## config.mk

```make
export PLATFORM = sky130hd
export DESIGN_NAME = alu
export DESIGN_NICKNAME = d
export VERILOG_FILES = /design/src/rtl/alu_pkg.sv /design/src/rtl/alu_adder.sv /design/src/rtl/alu.sv
export SDC_FILE = /design/constraint.sdc
export NUM_CORES = 1
export LEC_CHECK = 0
export BUFFER_PORTS_ARGS = -buffer_cell sky130_fd_sc_hd__clkbuf_2
export CORE_ASPECT_RATIO = 0.7
export CORE_MARGIN = 3
export CORE_UTILIZATION = 40
export DETAILED_ROUTE_END_ITERATION = 8
export MAX_ROUTING_LAYER = met4
export PLACE_DENSITY = 0.7
export SYNTH_ARGS = -nofsm -noshare
export SYNTH_HDL_FRONTEND = slang
export SYNTH_HIERARCHICAL = 1
export SYNTH_SLANG_ARGS = --single-unit
```

## constraint.sdc

```tcl
create_clock -name clk -period 14.92 [get_ports clk]
set_clock_uncertainty 0.1 [all_clocks]
set_input_delay 2.984 -clock clk [delete_from_list [all_inputs] [get_ports clk]]
set_output_delay 2.984 -clock clk [all_outputs]
set_load 0.05 [all_outputs]
```

## src/rtl/alu_pkg.sv

```systemverilog
// alu_pkg: opcode type and alucont encodings shared by the ALU and its testbench.
package alu_pkg;
  typedef logic [2:0] alu_op_t;
  localparam alu_op_t ALU_AND  = 3'b000;
  localparam alu_op_t ALU_OR   = 3'b001;
  localparam alu_op_t ALU_ADD  = 3'b010;
  localparam alu_op_t ALU_ANDN = 3'b100;
  localparam alu_op_t ALU_ORN  = 3'b101;
  localparam alu_op_t ALU_SUB  = 3'b110;
  localparam alu_op_t ALU_SLT  = 3'b111;
endpackage

```

## src/rtl/alu_adder.sv

```systemverilog
// alu_adder: DATA_WIDTH adder with carry-in, producing the wrapped sum and signed overflow.
module alu_adder
  import alu_pkg::*;
#(
  parameter int DATA_WIDTH = 32
) (
  input  logic [DATA_WIDTH-1:0] a,
  input  logic [DATA_WIDTH-1:0] b,
  input  logic                  cin,
  output logic [DATA_WIDTH-1:0] sum,
  output logic                  v
);
  assign sum = a + b + {{(DATA_WIDTH-1){1'b0}}, cin};
  assign v   = (a[DATA_WIDTH-1] == b[DATA_WIDTH-1]) && (sum[DATA_WIDTH-1] != a[DATA_WIDTH-1]);
endmodule

```

## src/rtl/alu.sv

```systemverilog
// alu: AND/OR/ADD/SUB/SLT execute-stage ALU with zero flag and registered copies.
// Define ALU_OVERFLOW_EN to add the ovf/ovf_q signed-overflow outputs.
module alu
  import alu_pkg::*;
#(
  parameter int DATA_WIDTH = 32
) (
  input  logic                  clk,
  input  logic                  reset,
  input  logic [DATA_WIDTH-1:0] a,
  input  logic [DATA_WIDTH-1:0] b,
  input  alu_op_t               alucont,
  output logic                  zero,
  output logic [DATA_WIDTH-1:0] result,
  output logic [DATA_WIDTH-1:0] result_q,
  output logic                  zero_q
`ifdef ALU_OVERFLOW_EN
  ,
  output logic                  ovf,
  output logic                  ovf_q
`endif
);
  logic [DATA_WIDTH-1:0] bb, sum;
  logic                  v, lt;
  assign bb = alucont[2] ? ~b : b;
  alu_adder #(.DATA_WIDTH(DATA_WIDTH)) u_adder (
    .a(a), .b(bb), .cin(alucont[2]), .sum(sum), .v(v)
  );
  // sign of the wrapped sum corrected by overflow gives a true signed compare
  assign lt = sum[DATA_WIDTH-1] ^ v;
  always_comb
    result = alucont[1:0] == ALU_AND[1:0] ? a & bb :
             alucont[1:0] == ALU_OR[1:0]  ? a | bb :
             alucont[1:0] == ALU_ADD[1:0] ? sum :
                                            {{(DATA_WIDTH-1){1'b0}}, lt};
  assign zero = result == '0;
`ifdef ALU_OVERFLOW_EN
  assign ovf = (alucont[1:0] == ALU_ADD[1:0]) && v;
`endif
  always_ff @(posedge clk or posedge reset)
    if (reset) begin
      result_q <= '0;
      zero_q   <= 1'b1;
`ifdef ALU_OVERFLOW_EN
      ovf_q    <= 1'b0;
`endif
    end else begin
      result_q <= result;
      zero_q   <= zero;
`ifdef ALU_OVERFLOW_EN
      ovf_q    <= ovf;
`endif
    end
endmodule

```

After elaboration in Yosys (flattened, before gate mapping) --
Index checks and enable logic that the tools add are counted.
Operators by class: add/subtract/negate cells 2, equality and inequality tests 4, multiplexer cells 4, bitwise gates (word level) 4, reduce and logical (&&, ||, !) cells 3
Operators with widths (count):
- 32-bit 2-to-1 mux | 4
- 32-bit by 1-bit adder with 32-bit output | 1
- 32-bit adder | 1
- 32-bit AND | 1
- 32-bit logical NOT | 1
- 32-bit inverter | 1
- 32-bit OR | 1
- 2-bit by 1-bit == test with 1-bit output (second input constant) | 1
- 2-bit == test (second input constant) | 1
- 2-bit logical NOT | 1
- 1-bit == test | 1
- 1-bit logical AND | 1
- 1-bit inequality test | 1
- 1-bit bitwise XOR | 1
Word-level totals: register bits after elaboration 33

Longest topological paths before layout --
word-level depth 11, mapped depth 20, depth with buffers taken out 16

Hierarchy --
Netlist, hierarchy kept.
Modules (own cells, without submodules):
- alu | times used 1, cells an instance 199, area an instance 1993.2 µm², sequential area each 827.0 µm²
- alu_adder | times used 1, cells an instance 245, area an instance 1767.9 µm², sequential area each 0.0 µm²

Worst setup path after synthesis --
No wires, ideal clock.
path type input-to-output, from input port alucont[2], to output port zero, arrival time 7.450 ns, setup slack 4.386 ns, cell stages on the path 20, path through buf_6 -> buf_6 -> buf_6 -> buf_6 -> xor2_1 -> fa_1 -> inv_1 -> fa_1 -> nor2b_1 -> o21bai_1 -> a31oi_1 -> a211oi_2 -> a311o_1 -> nand4b_1 -> o211ai_1 -> nand2b_1 -> a22oi_1 -> or4_1 -> nor4_1 -> and4b_1
Between the ends: elaborated cells between the ends (all ways) 13, classes of those cells add/sub (2); eq/ne (2); mux (4); bitwise (3); reduce/logical (2)
RTL lines:
- from (decl) | line alu.sv:12 | input alu_op_t alucont,
- 32-bit 2-to-1 mux | line alu.sv:25 | assign bb = alucont[2] ? ~b : b;
- via bb[0] | line alu.sv:23 | logic [DATA_WIDTH-1:0] bb, sum;
- 32-bit adder | line alu_adder.sv:13 | assign sum = a + b + {{(DATA_WIDTH-1){1'b0}}, cin};
- 32-bit by 1-bit adder with 32-bit output | line alu_adder.sv:13
- via sum[28] | line alu.sv:23
- 32-bit 2-to-1 mux | line alu.sv:34 | alucont[1:0] == ALU_ADD[1:0] ? sum :
- 32-bit 2-to-1 mux | line alu.sv:33 | alucont[1:0] == ALU_OR[1:0] ? a | bb :
- 32-bit 2-to-1 mux | line alu.sv:32 | result = alucont[1:0] == ALU_AND[1:0] ? a & bb :
- via result[28] | line alu.sv:14 | output logic [DATA_WIDTH-1:0] result,
- 32-bit logical NOT | line alu.sv:36 | assign zero = result == '0;
- to (decl) | line alu.sv:13 | output logic zero,
The timed path passes the listed nets, and every way through them passes these cells.

Worst setup path in the final report --
from input port alucont[2], to output port zero
Between the ends: elaborated cells between the ends (all ways) 13, classes of those cells add/sub (2); eq/ne (2); mux (4); bitwise (3); reduce/logical (2)
RTL lines (line):
- 32-bit 2-to-1 mux | alu.sv:25
- via bb[0] | alu.sv:23
- 32-bit adder | alu_adder.sv:13
- 32-bit by 1-bit adder with 32-bit output | alu_adder.sv:13
- via sum[28] | alu.sv:23
- 32-bit 2-to-1 mux | alu.sv:34
- 32-bit 2-to-1 mux | alu.sv:33
- 32-bit 2-to-1 mux | alu.sv:32
- 32-bit logical NOT | alu.sv:36
The timed path passes the listed nets, and every way through them passes these cells.

==> impl_metrics.ini <==
[cts]
cts_resized = 0
cts_buffers = 5
cts.sinks = 33
clockBufferDepth = 2
clk_pin_slew_worst_paths_ns = 0.06
cts_tree = done
htreeDepth = 2
cts_root_buffer = clkbuf_16
post_cts_buffers = 0
postCtsHoldBufs = 0

[run_status]
status = complete, no violations

[floorplanning]
start_util_pct = 42.8
die_w_um = 122
num_rows = 28
io_pins = 135
core-area_mm2 = 0.00879
die_area_mm2 = 0.0106
die_y_um = 87.1

[min_path]
hold_path.class = input port to asynchronous set/reset pin

[pwr]
power_density_mw_per_mm2 = 114
seqPwrFrac_pct = 20.1
vdd_drop_max_uv = 42.3
combPwrFrac_pct = 61.5
leakage_uw = 0.00229
power_switching_uw = 266
finalPower_uw = 528
switching_share_pct = 50.4
p_clk_share_pct = 18.5
cellInternalPower_uw = 262

[timing]
setup_tns_ns = 0
slew_headroom_pct = 25.2
worst_slew_pin_slew_ns = 1.12
fmax_ghz = 0.0901
whs_ns = 2.68
final_max_slew_viol_count = 0
rsz0062_at_grt = no
hold_viol = 0
period_needed_ns = 11.10
min_period_over_period_pct = 74.4
setup_viol = 0

[logic_synthesis]
syn_area_mm2 = 0.00376
yosys.area.top_type = dfrtp_1
yosysSeqAreaShare_pct = 22.0
ys_ff_latch = 33
yosys_most_used_dff = dfrtp_1
synth_async_sr_flop_share_pct = 100
synth.distinct_cells = 63
syn_nets = 545
netlist_instances = 444
synth_area_leaders = dfrtp_1 21%, ha_1 10%, xor2_1 8.8%
syn_avg_cell_area_um2 = 8.47
ys.warnings.count = 6
synth-edff-count = 0
synthTopCellsByCount = 39 x nand2_1, 38 x xor2_1, 34 x a21oi_1
synthMostInstantiatedCell = nand2_1
synth_top_area_share_pct = 21.3

[place]
io_buffers = 134
gp_congestion = 0.954
post-place-cells = 680
dp_hpwl_um = 9920

[final_layout]
fillers = 856
area_growth_pct = 23.2
final_core_util_pct = 52.7
layout.nets = 668
multiInputGateArea_mm2 = 0.00274
layout-drive-gt1-share_pct = 28.9
final_cells = 688
n_antenna_cell = 0
regArea_um2 = 827

[setup_path]
cp.required_ns = 11.84
critPathSlowestCell = clkbuf_2
cp_max_fo = 33
crit_arrival_ns = 8.01
worstSetupStartpointType = input port
max_stage_delay_ns = 0.82
critPathKind = input port to primary output
path_cells = clkbuf_2, xor2_1, fa_1, inv_1, fa_1, nor2b_1, o21bai_1, a31oi_1, a211oi_2, a311o_1, nand4b_1, o211ai_1, nand2b_1, a22oi_1, or4_1, nor4_1, and4b_1, clkbuf_2
cp-end-kind = primary output

[routing]
top_layer_used = met4
viasPerCell = 5.65
wl_met2_um = 4970
dr_total_vias = 3888
wl_per_cell_um = 17.7
wl_met1_um = 5960
ant_nets = 0
met3_length_um = 987
drt_first_pass_iters = 5
drtIter0Drc = 348
wl_um = 12200
drc = 0

[global_routing]
grt_pass1_vias = 3665
grt_pass1_wl_um = 18900
overflow = 0
track_usage_pct = 23.2
antenna_found_initial = 0
grt_max_degree = 49

[flow_run]
maxCapViolCount = 0
-- flip-flops by register name, summed over array words and instances (netlist names) --
signal and count:
zero_q 1, result_q 32
-- cells in the final DEF (no fill, tap or decap), types with 5 or more instances in the layout --
cell,synthesis,layout
clkbuf_2,0,134
nand2_1,39,39
xor2_1,38,38
a21oi_1,34,34
dfrtp_1,32,32
ha_1,30,30
o21ai_0,28,28
xnor2_1,23,23
inv_1,21,21
nor2_1,21,21
a22o_1,17,17
maj3_1,16,16
a22oi_1,9,9
o21a_1,9,9
nand3_1,8,8
nand4_1,8,8
nand2b_1,6,6
a21o_1,6,6
clkbuf_16,0,5
-- power by group through the flow --
| stage | clock network (µW) | registers [µW] | logic [µW] |
|---|---|---|---|
| final | 97.6 | 106 | 324 |
| after global routing | 104 | 107 | 348 |
| after CTS | 99.0 | 106 | 322 |
| after detailed placement | 0 | 108 | 321 |
| after global placement | 0 | 107 | 318 |
| after floorplan | 0 | 155 | 197 |
-- path summary, 6_finish.rpt --
| kind | from | slack (ns) | to |
|---|---|---|---|
| min in group clk | a[6] | 2.96 | result_q[6] |
| worst max-delay path | alucont[2] | 3.82 | zero |
| worst min-delay path | reset | 2.68 | result_q[17] |
| max in group asynchronous | reset | 11.71 | zero_q |
-- area by class of cell --
type / instances / share of cell area (%)
Clock inverter: 2 / 0.216
Inverter: 22 / 1.78
Tap cell: 120 / 3.24
Timing Repair Buffer: 137 / 15.0
Clock buffer: 6 / 2.78
Multi-Input combinational cell: 368 / 59.2
Sequential cell: 33 / 17.8
-- logic make-up (layout without fill, tap and decap cells) --
group | count (synthesis) | count (layout) | share of synthesized area [%]
mux | 2 | 2 | 0.532
buf+inv | 43 | 167 | 5.16
xor+xnor | 61 | 61 | 14.2
compound gates | 145 | 145 | 27.4
fa+ha+maj | 51 | 51 | 16.2
simple gates | 109 | 109 | 14.5
flops | 33 | 33 | 22.0
-- critical path: cells and delay by family --
kind | cells | cell delay [ns]
AND/OR/NAND/NOR | 6 | 1.64
adder cells (fa/ha/maj) | 2 | 0.65
buffers and inverters | 3 | 1.16
AO/OA/AOI/OAI | 6 | 1.22
XOR/XNOR | 1 | 0.34
-- metal layers --
| metal | up-vias | track usage, % |
|---|---|---|
| met3 | 20 | 4.29 |
| met5 | - | - |
| met4 | 0 | 6.41 |
| met1 | 1829 | 32.9 |
| li1 | 1860 | - |
| met2 | 179 | 33.8 |
-- metrics by stage --
stage / setup WS [ns] / cell area, µm²
3_5_place_dp: 3.90 / 4500
3_3_place_gp: 4.01 / 4500
2_1_floorplan: 4.39 / 3760
6_report: 3.82 / 4630
5_1_grt: 3.55 / 4630
4_1_cts: 3.86 / 4630
Note: power is estimated with default switching activity, not from simulation.
